**config.mk**
```make
export PLATFORM = sky130hd
export DESIGN_NAME = noc_link_arbiter_flat
export DESIGN_NICKNAME = d
export VERILOG_FILES = /design/src/rtl/noc_link_arbiter_if.sv /design/src/rtl/noc_link_arbiter.sv /design/src/flat_wrapper.sv
export SDC_FILE = /design/constraint.sdc
export NUM_CORES = 1
export LEC_CHECK = 0
export CORE_ASPECT_RATIO = 1.5
export CORE_MARGIN = 2
export CORE_UTILIZATION = 45
export CTS_CLUSTER_DIAMETER = 30
export DETAILED_ROUTE_END_ITERATION = 8
export DONT_BUFFER_PORTS = 1
export GPL_TIMING_DRIVEN = 0
export PLACE_DENSITY = 0.69
export SLEW_MARGIN = 20
export SYNTH_ARGS = -nofsm -noshare
export SYNTH_HDL_FRONTEND = slang
export SYNTH_SLANG_ARGS = --single-unit
```
**constraint.sdc**
```tcl
create_clock -name clk -period 4.85 [get_ports clk]
set_clock_uncertainty 0.05 [all_clocks]
set_input_delay 1.2125 -clock clk [delete_from_list [all_inputs] [get_ports clk]]
set_output_delay 1.2125 -clock clk [all_outputs]
set_load 0.01 [all_outputs]
```
**src/rtl/noc_link_arbiter_if.sv**
```systemverilog
// Requester/link bundle for the NoC output-port arbiter.
// slave = arbiter side, master = requesters plus downstream credit source.
interface noc_link_arbiter_if #(
    parameter int unsigned N_REQ      = 4,
    parameter int unsigned CREDIT_MAX = 4
);
    localparam int unsigned CW = $clog2(CREDIT_MAX + 1);

    logic [N_REQ-1:0]    req;
    logic [N_REQ-1:0]    req_last;
    logic [16*N_REQ-1:0] req_data;
    logic [N_REQ-1:0]    gnt;
    logic                enable;
    logic [15:0]         data;
    logic                credit;
    logic [CW-1:0]       credit_cnt;
    logic                credit_err;

    modport master (
        output req, req_last, req_data, credit,
        input  gnt, enable, data, credit_cnt, credit_err
    );

    modport slave (
        input  req, req_last, req_data, credit,
        output gnt, enable, data, credit_cnt, credit_err
    );
endinterface

```
**src/rtl/noc_link_arbiter.sv**
```systemverilog
// Round-robin, packet-atomic arbiter for one credit-flow-controlled 16-bit link.
// A requester that wins keeps the link until its tail flit has been sent.
module noc_link_arbiter #(
    parameter int unsigned N_REQ      = 4,
    parameter int unsigned CREDIT_MAX = 4
) (
    input  logic                 clk,
    input  logic                 rst,
    noc_link_arbiter_if.slave    link
);
    localparam int unsigned CW = $clog2(CREDIT_MAX + 1);
    localparam int unsigned IW = $clog2(N_REQ);

    typedef enum logic {IDLE, LOCKED} state_t;

    state_t         state;
    logic [IW-1:0]  owner;
    logic [IW-1:0]  rr_ptr;
    logic [IW-1:0]  pick;
    logic [IW-1:0]  cand;
    logic           pick_valid;
    logic           can_send;
    logic [N_REQ-1:0] gnt_c;
    logic           xfer;
    logic           xfer_last;
    logic [15:0]    xfer_data;
    logic           enable_reg;
    logic [15:0]    data_reg;
    logic [CW-1:0]  credit_cnt_reg;
    logic           credit_err_reg;

    // Credits come only from the registered count, never from the credit pulse.
    assign can_send = (credit_cnt_reg != '0);

    // Round-robin search starting just after the last packet winner.
    always_comb begin
        pick       = '0;
        pick_valid = 1'b0;
        cand       = '0;
        for (int unsigned k = 1; k <= N_REQ; k++) begin
            cand = IW'((32'(rr_ptr) + k) % N_REQ);
            if (!pick_valid && link.req[cand]) begin
                pick       = cand;
                pick_valid = 1'b1;
            end
        end
    end

    // Grant: arbitrate in IDLE, follow the owner only while LOCKED.
    always_comb begin
        gnt_c = '0;
        if (!rst && can_send) begin
            if (state == IDLE) begin
                if (pick_valid) gnt_c[pick] = 1'b1;
            end else begin
                gnt_c[owner] = link.req[owner];
            end
        end
    end

    // Transfer decode and payload select from the one-hot grant.
    always_comb begin
        xfer      = |(gnt_c & link.req);
        xfer_last = |(gnt_c & link.req_last);
        xfer_data = '0;
        for (int i = 0; i < N_REQ; i++) begin
            if (gnt_c[i]) xfer_data = xfer_data | link.req_data[16*i +: 16];
        end
    end

    // Packet FSM, round-robin pointer, output register and credit accounting.
    always_ff @(posedge clk or posedge rst) begin
        if (rst) begin
            state          <= IDLE;
            owner          <= '0;
            rr_ptr         <= IW'(N_REQ - 1);
            enable_reg     <= 1'b0;
            data_reg       <= 16'h0;
            credit_cnt_reg <= CW'(CREDIT_MAX);
            credit_err_reg <= 1'b0;
        end else begin
            enable_reg <= xfer;
            if (xfer) data_reg <= xfer_data;

            case (state)
                IDLE: begin
                    if (xfer) begin
                        rr_ptr <= pick;
                        if (!xfer_last) begin
                            owner <= pick;
                            state <= LOCKED;
                        end
                    end
                end
                LOCKED: begin
                    if (xfer && xfer_last) state <= IDLE;
                end
                default: state <= IDLE;
            endcase

            if (xfer && !link.credit) begin
                credit_cnt_reg <= credit_cnt_reg - CW'(1);
            end else if (!xfer && link.credit) begin
                if (credit_cnt_reg == CW'(CREDIT_MAX)) credit_err_reg <= 1'b1;
                else                                    credit_cnt_reg <= credit_cnt_reg + CW'(1);
            end
        end
    end

    assign link.gnt        = gnt_c;
    assign link.enable     = enable_reg;
    assign link.data       = data_reg;
    assign link.credit_cnt = credit_cnt_reg;
    assign link.credit_err = credit_err_reg;
endmodule

```
**src/flat_wrapper.sv**
```systemverilog
// flat-port wrapper written by rule: the top's interface ports become plain ports
module noc_link_arbiter_flat 
#(
    parameter int unsigned N_REQ      = 4,
    parameter int unsigned CREDIT_MAX = 4
)
  (clk, rst, link_req, link_req_last, link_req_data, link_credit, link_gnt, link_enable, link_data, link_credit_cnt, link_credit_err);
  noc_link_arbiter_if #(.N_REQ(N_REQ), .CREDIT_MAX(CREDIT_MAX)) link_i ();
  input  logic clk;
  input  logic rst;
  input wire logic [$bits(link_i.req)-1:0] link_req;
  input wire logic [$bits(link_i.req_last)-1:0] link_req_last;
  input wire logic [$bits(link_i.req_data)-1:0] link_req_data;
  input wire logic [$bits(link_i.credit)-1:0] link_credit;
  output wire logic [$bits(link_i.gnt)-1:0] link_gnt;
  output wire logic [$bits(link_i.enable)-1:0] link_enable;
  output wire logic [$bits(link_i.data)-1:0] link_data;
  output wire logic [$bits(link_i.credit_cnt)-1:0] link_credit_cnt;
  output wire logic [$bits(link_i.credit_err)-1:0] link_credit_err;
  assign link_i.req = link_req;
  assign link_i.req_last = link_req_last;
  assign link_i.req_data = link_req_data;
  assign link_i.credit = link_credit;
  assign link_gnt = link_i.gnt;
  assign link_enable = link_i.enable;
  assign link_data = link_i.data;
  assign link_credit_cnt = link_i.credit_cnt;
  assign link_credit_err = link_i.credit_err;
  noc_link_arbiter #(.N_REQ(N_REQ), .CREDIT_MAX(CREDIT_MAX)) u_core (.clk(clk), .rst(rst), .link(link_i));
endmodule
```
==> results.cfg, run 1 <==
[routing]
vias_per_cell = 6.84
finalWirelength_mm = 4.35
wl_per_cell_um = 20.2
route.vias.total = 1470
drt_iter0_markers = 105
firstDrtPassIters = 6
ant_nets = 0
drc = 0

[timing]
slew-limit-headroom = 0.521
period_minus_slack_ns = 4.31
rsz0062_at_grt = no
fmax_mhz = 232
fin_ws_ns = 0.540
tightest_slew_ns = 0.715
timing.hold.ws_ns = 0.491
fin_crit_sh = 0.889
setup_viol = 0
hold_viol = 0
maxSlewViolCount = 0

[final_layout]
multi_input_area_um2 = 832
area_growth_pct = 6.70
final_layout_size_suffix_gt1_frac = 0.0867
seq_area_um2 = 654
diodes = 0
largest_register_ffs = 16
fin_nets = 252
final_core_util = 0.495
fillers = 349
stdcell_area_mm2 = 0.00167

[global_routing]
grt_pass1_wl_mm = 6.80
grt_max_degree = 28
grt_overflow_total = 0
antenna_found_initial = 0
grt_use_total = 0.222
grt_pass1_vias = 1474

[run_status]
status = complete, no violations

[synth]
synth.net_count = 248
synth_ff_type = dfrtp_1
ys_seq_elements = 26
syn_avg_cell_area_um2 = 9.23
yosys_warnings = 0
synth_area_mm2 = 0.00157
synth_edf_count = 0
synth-async-reset-ratio = 1.00
synth-seq-area-share = 0.417
syn_inst = 170
synth_cell_type_count = 41

[clocking]
hold_buffers = 0
insertion_delay_ns = 0.27
cts_tree = done
cts_buffer_depth = 2
clkSlewWorstSetupHoldPaths_ns = 0.08
cts_sinks = 26
cts_setup_buffers = 0
h-tree-depth = 1
cts_made_buffers = 3
cts_root_buf = clkbuf_8

[hold_path]
hold_class = flop to flop

[worst_setup_path]
worstSetupEndpointType = output pin
path_buf_inv = 2
slowest_stage = or3_4
criticalPathCategory = input port to output pin
start_kind = input port
slowest_delay_ns = 0.47
cp_max_fo = 27
cp_data_required_time_ns = 3.59
crit_path_cell_trace = clkinvlp_4 -> o31ai_2 -> or3_4 -> o22ai_4 -> clkbuf_1
path_delay_family = buffers and inverters
worst_ep_arrival_time_ns = 3.05

[die]
die_area_mm2 = 0.00398
dieHeight_um = 76.3
initial_core_util = 0.464
core-area_mm2 = 0.00338
ios = 100
rows = 26
die_w_um = 52.2

[pwr]
ir_drop_mv = 0.344
power_mw = 1.24
powerDensity_mw_per_mm2 = 739
p_leak_nw = 0.610

[placed_design]
dp_hpwl_mm = 3.31
io_buffer_count = 0
placed_area_mm2 = 0.00162
routabilityCongestion = 0.871
pre_cts_slack_ns = -0.453

[run]
drv_cap = 0
layer usage:
layer | global-route usage | vias to the layer above | wire [um]
li1 | - | 664 | -
met1 | 0.258 | 708 | 1530
met2 | 0.390 | 92 | 2380
met3 | 0.0451 | 6 | 355
met4 | 0.0795 | 0 | 79
met5 | 0 | - | 0
cell usage in the layout (no fill, tap or decap), types with 2 or more instances in the layout:
master / count
a31oi_1: 18
dfstp_2: 3
clkbuf_1: 8
inv_1: 9
clkbuf_8: 3
nor2_1: 20
nand2b_1: 4
o2111ai_1: 2
a21oi_1: 6
nand2_1: 17
nand4_1: 4
o21ai_0: 3
nor3_1: 5
a222oi_1: 16
mux2i_1: 2
dfrtp_1: 23
a21oi_2: 2
ha_1: 2
cells by family after synthesis:
kind of cell | synth area share
and+or+nand+nor | 0.156
DFF | 0.417
buffers and inverters | 0.0574
xor gates and xnor gates | 0.00558
adders and majority gates | 0.0287
muxes | 0.0128
AOI/OAI and AO/OA | 0.322
synthesized netlist by cell type (2+ instances only):
cell | instances | share of area
dfrtp_1 | 23 | 0.37
nor2_1 | 20 | 0.048
a31oi_1 | 18 | 0.072
nand2_1 | 17 | 0.041
a222oi_1 | 16 | 0.10
inv_1 | 10 | 0.024
a21oi_1 | 8 | 0.026
clkbuf_1 | 8 | 0.019
nor3_1 | 5 | 0.016
nand2b_1 | 4 | 0.016
nand4_1 | 4 | 0.016
dfstp_2 | 3 | 0.050
o21ai_0 | 3 | 0.0096
ha_1 | 2 | 0.016
mux2i_1 | 2 | 0.013
o2111ai_1 | 2 | 0.011
path summary, 6_finish.rpt:
path,start,to,slack (ns),cells after the start
worst min register to register,u_core.link.credit_err$_DFFE_PP0P_,u_core.link.credit_err$_DFFE_PP0P_,0.49,1
min in group asynchronous,rst,u_core.link.data[0]$_DFFE_PP0N_,0.81,1
max in group asynchronous,rst,u_core.link.credit_cnt[2]$_DFFE_PP1P_,3.58,1
worst max register to register,u_core.rr_ptr[0]$_DFFE_PP1P_,u_core.link.credit_cnt[2]$_DFFE_PP1P_,1.34,13
worst min-delay path,u_core.link.credit_err$_DFFE_PP0P_,u_core.link.credit_err$_DFFE_PP0P_,0.49,1
worst max-delay path,rst,link_gnt[3],0.54,5
power by group:
part	switching (mW)	internal, mW
clock network	0.0669	0.0588
registers	0.145	0.349
logic	0.373	0.244
total	0.585	0.651
final cells by class:
type	instances	share of cell area
multi-input cells	122	0.497
flip-flops and latches	26	0.391
well taps	42	0.0314
inverters	12	0.0291
clock buffers	4	0.0269
plain buffers	9	0.0247
through the flow:
step / instances / TNS (ns)
6_report: 215 / 0
5_1_grt: 215 / 0
4_1_cts: 216 / 0
3_3_place_gp: 212 / -0.326
3_5_place_dp: 212 / -0.600
2_1_floorplan: 170 / 0
what timing repair did:
action	4_1_cts	5_1_grt
setup endpoints to repair	1	1
endpoints found under the hold margin	0	0
gates resized for setup	1	2
pin swaps	0	0
No activity file was read; power rests on OpenSTA's default activity.
==> run 2, diff against run 1 <==
CORE_MARGIN = default   (was 2)
==> run 2 against run 1 <==
Compared with the run above: final area is 0.45% higher; combinational power is essentially flat; clock power up 10%; first-iteration DRC count is 22% lower; highest routed layer unchanged; sequential cell count stayed put; largest cell class unchanged; sequential share of layout area fell by 0.17 points; largest power group unchanged; power increased by 0.85%; maximum frequency down 4.2%.
==> results.cfg, run 2 (synthesis results as in run 1) <==
[run_status]
status = complete, no violations

[clocking]
cts_buffer_depth = 2
cts_made_buffers = 3
cts_root_buf = clkbuf_8
cts_tree = done
insertion_delay_ns = 0.27
h-tree-depth = 1
cts_sinks = 26
clkSlewWorstSetupHoldPaths_ns = 0.09
cts_setup_buffers = 0
hold_buffers = 0

[run]
drv_cap = 0

[worst_setup_path]
cp_data_required_time_ns = 5.00
cp_max_fo = 27
criticalPathCategory = input port to flop
worst_ep_arrival_time_ns = 4.64
r2r_slack_ns = 1.00
worstSetupEndpointType = flop
reg2reg_depth = 14
r2r_start = u_core.rr_ptr[1]$_DFFE_PP1P_
r2r-end = u_core.link.credit_cnt[2]$_DFFE_PP1P_
start_kind = input port

[pwr]
ir_drop_mv = 0.444
powerDensity_mw_per_mm2 = 742
p_leak_nw = 0.617

[timing]
slew-limit-headroom = 0.457
hold_viol = 0
fin_setup_tns_ns = 0
setup_viol = 0
maxSlewViolCount = 0
period_minus_slack_ns = 4.50
fin_crit_sh = 0.927
fmax_mhz = 222
timing.hold.ws_ns = 0.492
rsz0062_at_grt = no
tightest_slew_ns = 0.815

[global_routing]
grt_pass1_vias = 1359
grt_pass1_wl_mm = 6.10
grt_use_total = 0.218
grt_busiest_layer = met2
grt_overflow_total = 0
grt_max_degree = 28
grt_use_met2 = 0.403
antenna_found_initial = 0
use_met3 = 0.0348
use_met1 = 0.235

[hold_path]
worstHoldPathCells = 1
hold-path-endpoint = u_core.link.credit_err$_DFFE_PP0P_
hold_start = u_core.link.credit_err$_DFFE_PP0P_
hold_class = flop to flop

[routing]
wl_per_cell_um = 19.8
drc = 0
route.vias.total = 1464
drt_iter0_markers = 82
finalWirelength_mm = 4.23
vias_per_cell = 6.84
firstDrtPassIters = 6
ant_nets = 0

[final_layout]
stdcell_area_mm2 = 0.00168
final_cell_mix = 23 x dfrtp_1, 20 x nor2_1, 18 x a31oi_1
multi_input_area_um2 = 828
seq_area_um2 = 654
final_layout_size_suffix_gt1_frac = 0.0862
fillers = 299
fin_nets = 253
final_common_cell = dfrtp_1
largest_register_ffs = 16
diodes = 0
area_growth_pct = 7.18

[placed_design]
routabilityCongestion = 0.881
placed_area_mm2 = 0.00162
dp_hpwl_mm = 3.24
io_buffer_count = 0

[die]
die_area_mm2 = 0.00373
initial_core_util = 0.487
die_w_um = 50.2
dieHeight_um = 74.3
rows = 25
ios = 100
core-area_mm2 = 0.00322
==> run 2: changes by cell type in the layout (fill, tap and decap cells not counted) <==
cell      change
a21oi_2       -1
clkbuf_8      +1
a21oi_1       +1
==> run 2: layout make-up <==
cell class,instances,area share
plain buffers,10,0.0268
clock buffers,4,0.0327
inverters,12,0.0290
multi-input cells,122,0.493
flip-flops and latches,26,0.389
well taps,40,0.0298
==> run 2: what timing repair did <==
action,CTS,global route
gates cloned,0,0
pin swaps,0,0
gates resized for setup,1,1
endpoints found under the setup margin,2,1
==> run 2: per-layer routing <==
| metal | part of all wire | up-vias |
|---|---|---|
| met5 | 0 | - |
| met4 | 0.019 | 0 |
| met3 | 0.070 | 10 |
| met2 | 0.54 | 89 |
| met1 | 0.37 | 699 |
| li1 | - | 666 |
==> run 2: power by group <==
| group | leakage, nW | internal (mW) | switching (mW) | total [mW] |
|---|---|---|---|---|
| Combinational | 0.288 | 0.245 | 0.371 | 0.616 |
| Sequential | 0.301 | 0.349 | 0.142 | 0.491 |
| Clock | 0.0288 | 0.0725 | 0.0669 | 0.139 |
| Total | 0.617 | 0.667 | 0.580 | 1.25 |
==> run 2: worst max-delay path by stage <==
stage | startpoint | cells past startpoint | to
final | rst | 13 | u_core.link.credit_cnt[2]$_DFFE_PP1P_
after global routing | rst | 13 | u_core.link.credit_cnt[2]$_DFFE_PP1P_
after CTS | rst | 13 | u_core.link.credit_cnt[2]$_DFFE_PP1P_
after detailed placement | rst | 13 | u_core.link.credit_cnt[2]$_DFFE_PP1P_
after global placement | rst | 13 | u_core.link.credit_cnt[2]$_DFFE_PP1P_
after floorplan | rst | 14 | u_core.link.credit_cnt[2]$_DFFE_PP1P_
==> run 2: critical path, cell delays in order <==
cell	delay (ns)
clkinvlp_4	0.37
o31ai_2	0.27
a21oi_1	0.70
or4_1	0.22
buf_6	0.13
clkbuf_1	0.41
ha_1	0.32
inv_1	0.11
fa_1	0.43
nor3_1	0.18
a21oi_1	0.05
o21ai_0	0.15
o31ai_1	0.09
==> run 2: stage by stage <==
stage / utilization / setup WS, ns / std cells / total power, mW
6_report: 0.522 / 0.352 / 214 / 1.25
5_1_grt: 0.522 / 0.00177 / 214 / 1.35
4_1_cts: 0.521 / 0.253 / 214 / 1.26
3_5_place_dp: 0.503 / -0.554 / 210 / 1.11
3_3_place_gp: 0.503 / -0.376 / 210 / 1.08
2_1_floorplan: - / 0.265 / 170 / 0.966
==> run 3, diff against run 2 <==
ABC_AREA = 0   (was default)
GPL_TIMING_DRIVEN = default   (was 0)
TNS_END_PERCENT = 30   (was default)
==> run 3 against run 2 <==
Compared with the run above: sequential power grew 3%; sequential cell count is the same; die area unchanged; cell count decreased by 1.9%; via count down 1.0%; combinational power shrank 4.9%; core utilization increased by 0.50 points; critical path type is now input port to output pin; largest cell class unchanged.
==> results.cfg, run 3 (synthesis results as in run 1) <==
[run_status]
status = complete, no violations

[routing]
finalWirelength_mm = 4.23
firstDrtPassIters = 4
ant_nets = 0
route.vias.total = 1449
drc = 0
drt_iter0_markers = 83
vias_per_cell = 6.90
wl_per_cell_um = 20.1

[worst_setup_path]
start_kind = input port
worstSetupEndpointType = output pin
path_delay_family = compound AO/OA/AOI/OAI gates
worst_ep_arrival_time_ns = 2.63
crit_path_cell_trace = o21a_1 -> a221o_1 -> or3_4 -> o22ai_4 -> buf_4
path_buf_inv = 1
r2r-end = u_core.link.credit_cnt[2]$_DFFE_PP1P_
cp_data_required_time_ns = 3.59
r2r_start = u_core.rr_ptr[0]$_DFFE_PP1P_
slowest_delay_ns = 0.38
r2r_slack_ns = 1.39
cp_max_fo = 10
slowest_stage = a221o_1
reg2reg_depth = 12
criticalPathCategory = input port to output pin

[final_layout]
stdcell_area_mm2 = 0.00170
final_layout_size_suffix_gt1_frac = 0.118
diodes = 0
fin_nets = 249
fillers = 299
largest_register_ffs = 16
area_growth_pct = 8.21
final_core_util = 0.527
final_common_cell = dfrtp_1
final_cell_mix = 23 x dfrtp_1, 20 x nor2_1, 18 x a31oi_1

[die]
die_w_um = 50.2
die_area_mm2 = 0.00373
rows = 25
ios = 100
core-area_mm2 = 0.00322
dieHeight_um = 74.3
initial_core_util = 0.487

[clocking]
cts_setup_buffers = 0
clkSlewWorstSetupHoldPaths_ns = 0.09
cts_made_buffers = 3
cts_buffer_depth = 2
insertion_delay_ns = 0.27
hold_buffers = 0
cts_resized = 0
cts_root_buf = clkbuf_8
cts_sinks = 26
h-tree-depth = 1
cts_tree = done

[timing]
hold_viol = 0
fin_crit_sh = 0.803
rsz0062_at_grt = no
setup_viol = 0
fin_ws_ns = 0.953
tightest_slew_ns = 0.884
fin_setup_tns_ns = 0
timing.hold.ws_ns = 0.489
maxSlewViolCount = 0
slew-limit-headroom = 0.411
fmax_mhz = 257
period_minus_slack_ns = 3.90

[pwr]
p_leak_nw = 0.644
ir_drop_mv = 0.433
powerDensity_mw_per_mm2 = 747

[global_routing]
grt_max_degree = 37
antenna_found_initial = 0
grt_pass1_wl_mm = 6.11
grt_overflow_total = 0
grt_use_total = 0.220
grt_pass1_vias = 1347

[hold_path]
hold_class = flop to flop
hold-path-endpoint = u_core.rr_ptr[1]$_DFFE_PP1P_
hold_start = u_core.rr_ptr[1]$_DFFE_PP1P_
worstHoldPathCells = 2

[placed_design]
io_buffer_count = 0
pre_cts_slack_ns = 0.831
placed_area_mm2 = 0.00163
routabilityCongestion = 0.809
dp_hpwl_mm = 3.23

[run]
drv_cap = 0
## run 3: changes by cell type in the layout (fill, tap and decap cells not counted)
cell	before	now
clkbuf_1	8	0
buf_4	0	6
a21oi_1	7	6
a21oi_2	1	2
buf_1	1	0
buf_6	1	0
bufinv_16	0	1
clkbuf_8	4	3
clkinvlp_4	1	0
inv_1	9	10
## run 3: worst reg2reg max path, cell delays in order, from the launching register on
cell      delay (ns)
dfstp_2         0.58
nand2b_1        0.13
a21boi_1        0.08
nor3_1          0.59
o22ai_4         0.24
or4_1           0.61
ha_1            0.26
inv_1           0.14
fa_1            0.26
nor3_1          0.07
a21oi_1         0.13
o21ai_0         0.12
o31ai_1         0.10
## run 3: how the worst max path moves through the flow
stage,from,endpoint,slack (ns),cells after the start
global placement,link_req[0],u_core.link.credit_cnt[2]$_DFFE_PP1P_,0.96,12
finish,link_req[0],link_gnt[3],0.95,5
floorplan,rst,u_core.link.credit_cnt[2]$_DFFE_PP1P_,0.26,14
CTS,link_req[0],link_gnt[3],0.96,5
global route,link_req[0],link_gnt[3],0.91,5
detailed placement,link_req[0],u_core.link.credit_cnt[2]$_DFFE_PP1P_,0.83,12
## run 3: report_power, final
| group | total, mW | internal (mW) | switching [mW] |
|---|---|---|---|
| Sequential | 0.504 | 0.349 | 0.155 |
| Combinational | 0.586 | 0.239 | 0.347 |
| Clock | 0.177 | 0.110 | 0.0670 |
| Total | 1.27 | 0.698 | 0.569 |
## run 3: routing by layer
layer  global-route usage  up-vias  wire, um
met3               0.0307        6       283
met1                0.243      702      1550
met4               0.0984        0        66
met5                    0        -         0
li1                     -      661         -
met2                0.410       80      2330
## run 3: metrics by stage
stage | std cells | total power [mW]
CTS | 210 | 1.28
global placement | 206 | 1.07
detailed placement | 206 | 1.09
finish | 210 | 1.27
global route | 210 | 1.37
floorplan | 170 | 0.966
## run 3: area by class of cell
cell class	count	area, um2	share of cell area
Multi-Input combinational cell	122	832	0.490
Inverter	12	45.0	0.0265
Timing Repair Buffer	6	45.0	0.0265
Sequential cell	26	654	0.385
Clock inverter	1	30.0	0.0177
Tap cell	40	50.0	0.0295
Clock buffer	3	41.3	0.0243
==> RTL change, RTL diff (settings of run 1) <==
`CREDIT_MAX` is set to 4 in 3 places; all go to 8.
--- a/src/rtl/noc_link_arbiter_if.sv
+++ b/src/rtl/noc_link_arbiter_if.sv
@@ -2,7 +2,7 @@
 // slave = arbiter side, master = requesters plus downstream credit source.
 interface noc_link_arbiter_if #(
     parameter int unsigned N_REQ      = 4,
-    parameter int unsigned CREDIT_MAX = 4
+    parameter int unsigned CREDIT_MAX = 8
 );
     localparam int unsigned CW = $clog2(CREDIT_MAX + 1);
 
--- a/src/rtl/noc_link_arbiter.sv
+++ b/src/rtl/noc_link_arbiter.sv
@@ -2,7 +2,7 @@
 // A requester that wins keeps the link until its tail flit has been sent.
 module noc_link_arbiter #(
     parameter int unsigned N_REQ      = 4,
-    parameter int unsigned CREDIT_MAX = 4
+    parameter int unsigned CREDIT_MAX = 8
 ) (
     input  logic                 clk,
     input  logic                 rst,
--- a/src/flat_wrapper.sv
+++ b/src/flat_wrapper.sv
@@ -2,7 +2,7 @@
 module noc_link_arbiter_flat 
 #(
     parameter int unsigned N_REQ      = 4,
-    parameter int unsigned CREDIT_MAX = 4
+    parameter int unsigned CREDIT_MAX = 8
 )
   (clk, rst, link_req, link_req_last, link_req_data, link_credit, link_gnt, link_enable, link_data, link_credit_cnt, link_credit_err);
   noc_link_arbiter_if #(.N_REQ(N_REQ), .CREDIT_MAX(CREDIT_MAX)) link_i ();
Interface: changed (resized link_credit_cnt); port bits go from 100 to 101. No check against the original RTL was run, so the function may have changed too.
==> RTL change against run 1 <==
Cell area up 36%. Worst setup slack gained 430 ps. Wire length up 45%. Sequential cell count up 1. Total power up 8.2%. Sequential share of layout area decreased by 9.2 points. Global-route usage is 1.1 points higher. Synthesized area increased by 36%. Register-to-register slack gained 250 ps. Non-clock buffer count grew 7.
==> RTL change: results (changes against run 1) <==
stage	metric	value	unit	change
status	outcome	finished, final reports clean		
worst_setup_path	R2R setup slack	1590	ps	+250 ps
worst_setup_path	CP max stage delay	460	ps	
route	final wirelength	6320	µm	+45%
placed_design	RD Place Congestion	0.870		about the same
placed_design	post-DP HPWL	4680	µm	+41%
clock_network	post-cts resize count	0		-1
worst_setup_path	FF-to-FF path depth	12		-1
worst_setup_path	Slowest cell on crit path	clkbuf_1		
layout	Ant. Diodes	0		unchanged
synthesis	syn nets	346		+40%
clock_network	clock latency on the worst-skew pair	270	ps	about the same
route	Initial DRC Count	172		+64%
hold_path	HP Start	u_core.rr_ptr[0]		
synthesis	post-synthesis cell type count	47		+15%
layout	share of cells above drive strength 1	0.122		+0.0351
worst_setup_path	capturing point of the worst reg2reg path	u_core.link.credit_cnt[2]		
global_routing	initial antenna violation count	0		unchanged
placed_design	I/O Buffers	0		unchanged
hold_path	Worst Hold End	u_core.rr_ptr[0]		
global_routing	vias in the first global route	2061		+40%
hold_path	Worst Hold Depth	2		+1
power	IR Drop Worst-Case VDD	0.205	mV	-40%
clock_network	postcts setup bufs	0		unchanged
route	drt first pass iters	4		-2
sta	Worst-Margin Slew	607	ps	-107 ps
route	Vias per Instance	6.28		-8.1%
synthesis	register area share after synthesis	0.317		-0.0997
synthesis	ranking of synthesized cells by area	dfrtp_1 (28%), a22oi_1 (11%), nand2_1 (8.8%)		
synthesis	Commonest cells post-synth	nand2_1 (50), a22oi_1 (32), nor2_1 (27)		
worst_setup_path	Arr. time, crit path	2620	ps	-430 ps
floorplan	full die area	5340	µm²	+34%
power	LEAKAGE	0.798	nW	+31%
worst_setup_path	crit path max fanout	10		-63%
placed_design	Area after DPL	2220	µm²	+37%
synthesis	Post-synth ARST share	1.00		unchanged
worst_setup_path	worst flop-to-flop path startpoint	u_core.link.credit_cnt[1]		
global_routing	gr usage total	0.233		+0.0111
flow_run	Max Cap Viol	0		unchanged
global_routing	first-pass GRT wire length	9600	µm	+41%
RTL change: cell types whose count changed after synthesis, sizes merged, moves of 5 or more:
cell,before,now
o21ai,4,20
nand2,17,50
a222oi,16,0
a21oi,8,3
a211oi,1,16
nor2,20,29
inv,11,6
buf,2,11
a22oi,0,32
RTL change: power by group:
group	total (mW)	internal, mW	switching [mW]
Sequential	0.500	0.354	0.146
Combinational	0.706	0.288	0.418
Clock	0.132	0.0583	0.0739
Total	1.34	0.700	0.638
RTL change: final cells by class:
class	instances	area (µm²)
Fill cell	458	2270
Buffer	16	78.8
Tap cell	64	80.1
Clock buffer	3	41.3
Sequential cell	27	679
Inverter	6	22.5
Clock inverter	1	7.51
Multi-Input combinational cell	218	1360
RTL change: logic make-up (layout without fill, tap and decap cells):
group | after synthesis | after routing | synth area share
AO/OA/AOI/OAI | 105 | 105 | 0.352
AND/OR/NAND/NOR | 99 | 99 | 0.214
flip-flops | 27 | 27 | 0.317
buffers and inverters | 22 | 26 | 0.0473
multiplexers | 6 | 6 | 0.0298
adder cells (fa/ha/maj) | 4 | 4 | 0.0234
XOR/XNOR | 4 | 4 | 0.0164
RTL change: stage by stage:
stage	worst slack, ps	cells	utilization	hold WS (ps)
finish	969	335	0.500	479
detailed placement	1000	331	0.489	469
CTS	1010	335	0.500	492
global placement	1030	331	0.489	460
global route	874	335	0.500	504
floorplan	1360	267	-	443
RTL change: metal layers:
metal | GRT usage | up-vias | wire, µm
met5 | 0 | - | 0
met4 | 0.0687 | 0 | 47
met3 | 0.0424 | 2 | 433
met2 | 0.409 | 94 | 3300
met1 | 0.285 | 1002 | 2540
li1 | - | 1006 | -
RTL change: how the worst max path moves through the flow:
| stage | start | endpoint | slack, ps |
|---|---|---|---|
| after global routing | link_req[0] | link_gnt[0] | 870 |
| final | link_req[0] | link_gnt[0] | 970 |
| after global placement | link_req[0] | link_gnt[0] | 1030 |
| after floorplan | link_req[0] | link_gnt[2] | 1360 |
| after CTS | link_req[0] | link_gnt[0] | 1010 |
| after detailed placement | link_req[0] | link_gnt[0] | 1000 |
RTL change: critical path, delay by kind of cell:
kind / cells / cell delay, ps
simple gates: 3 / 660
buf+inv: 2 / 660
compound gates: 1 / 70
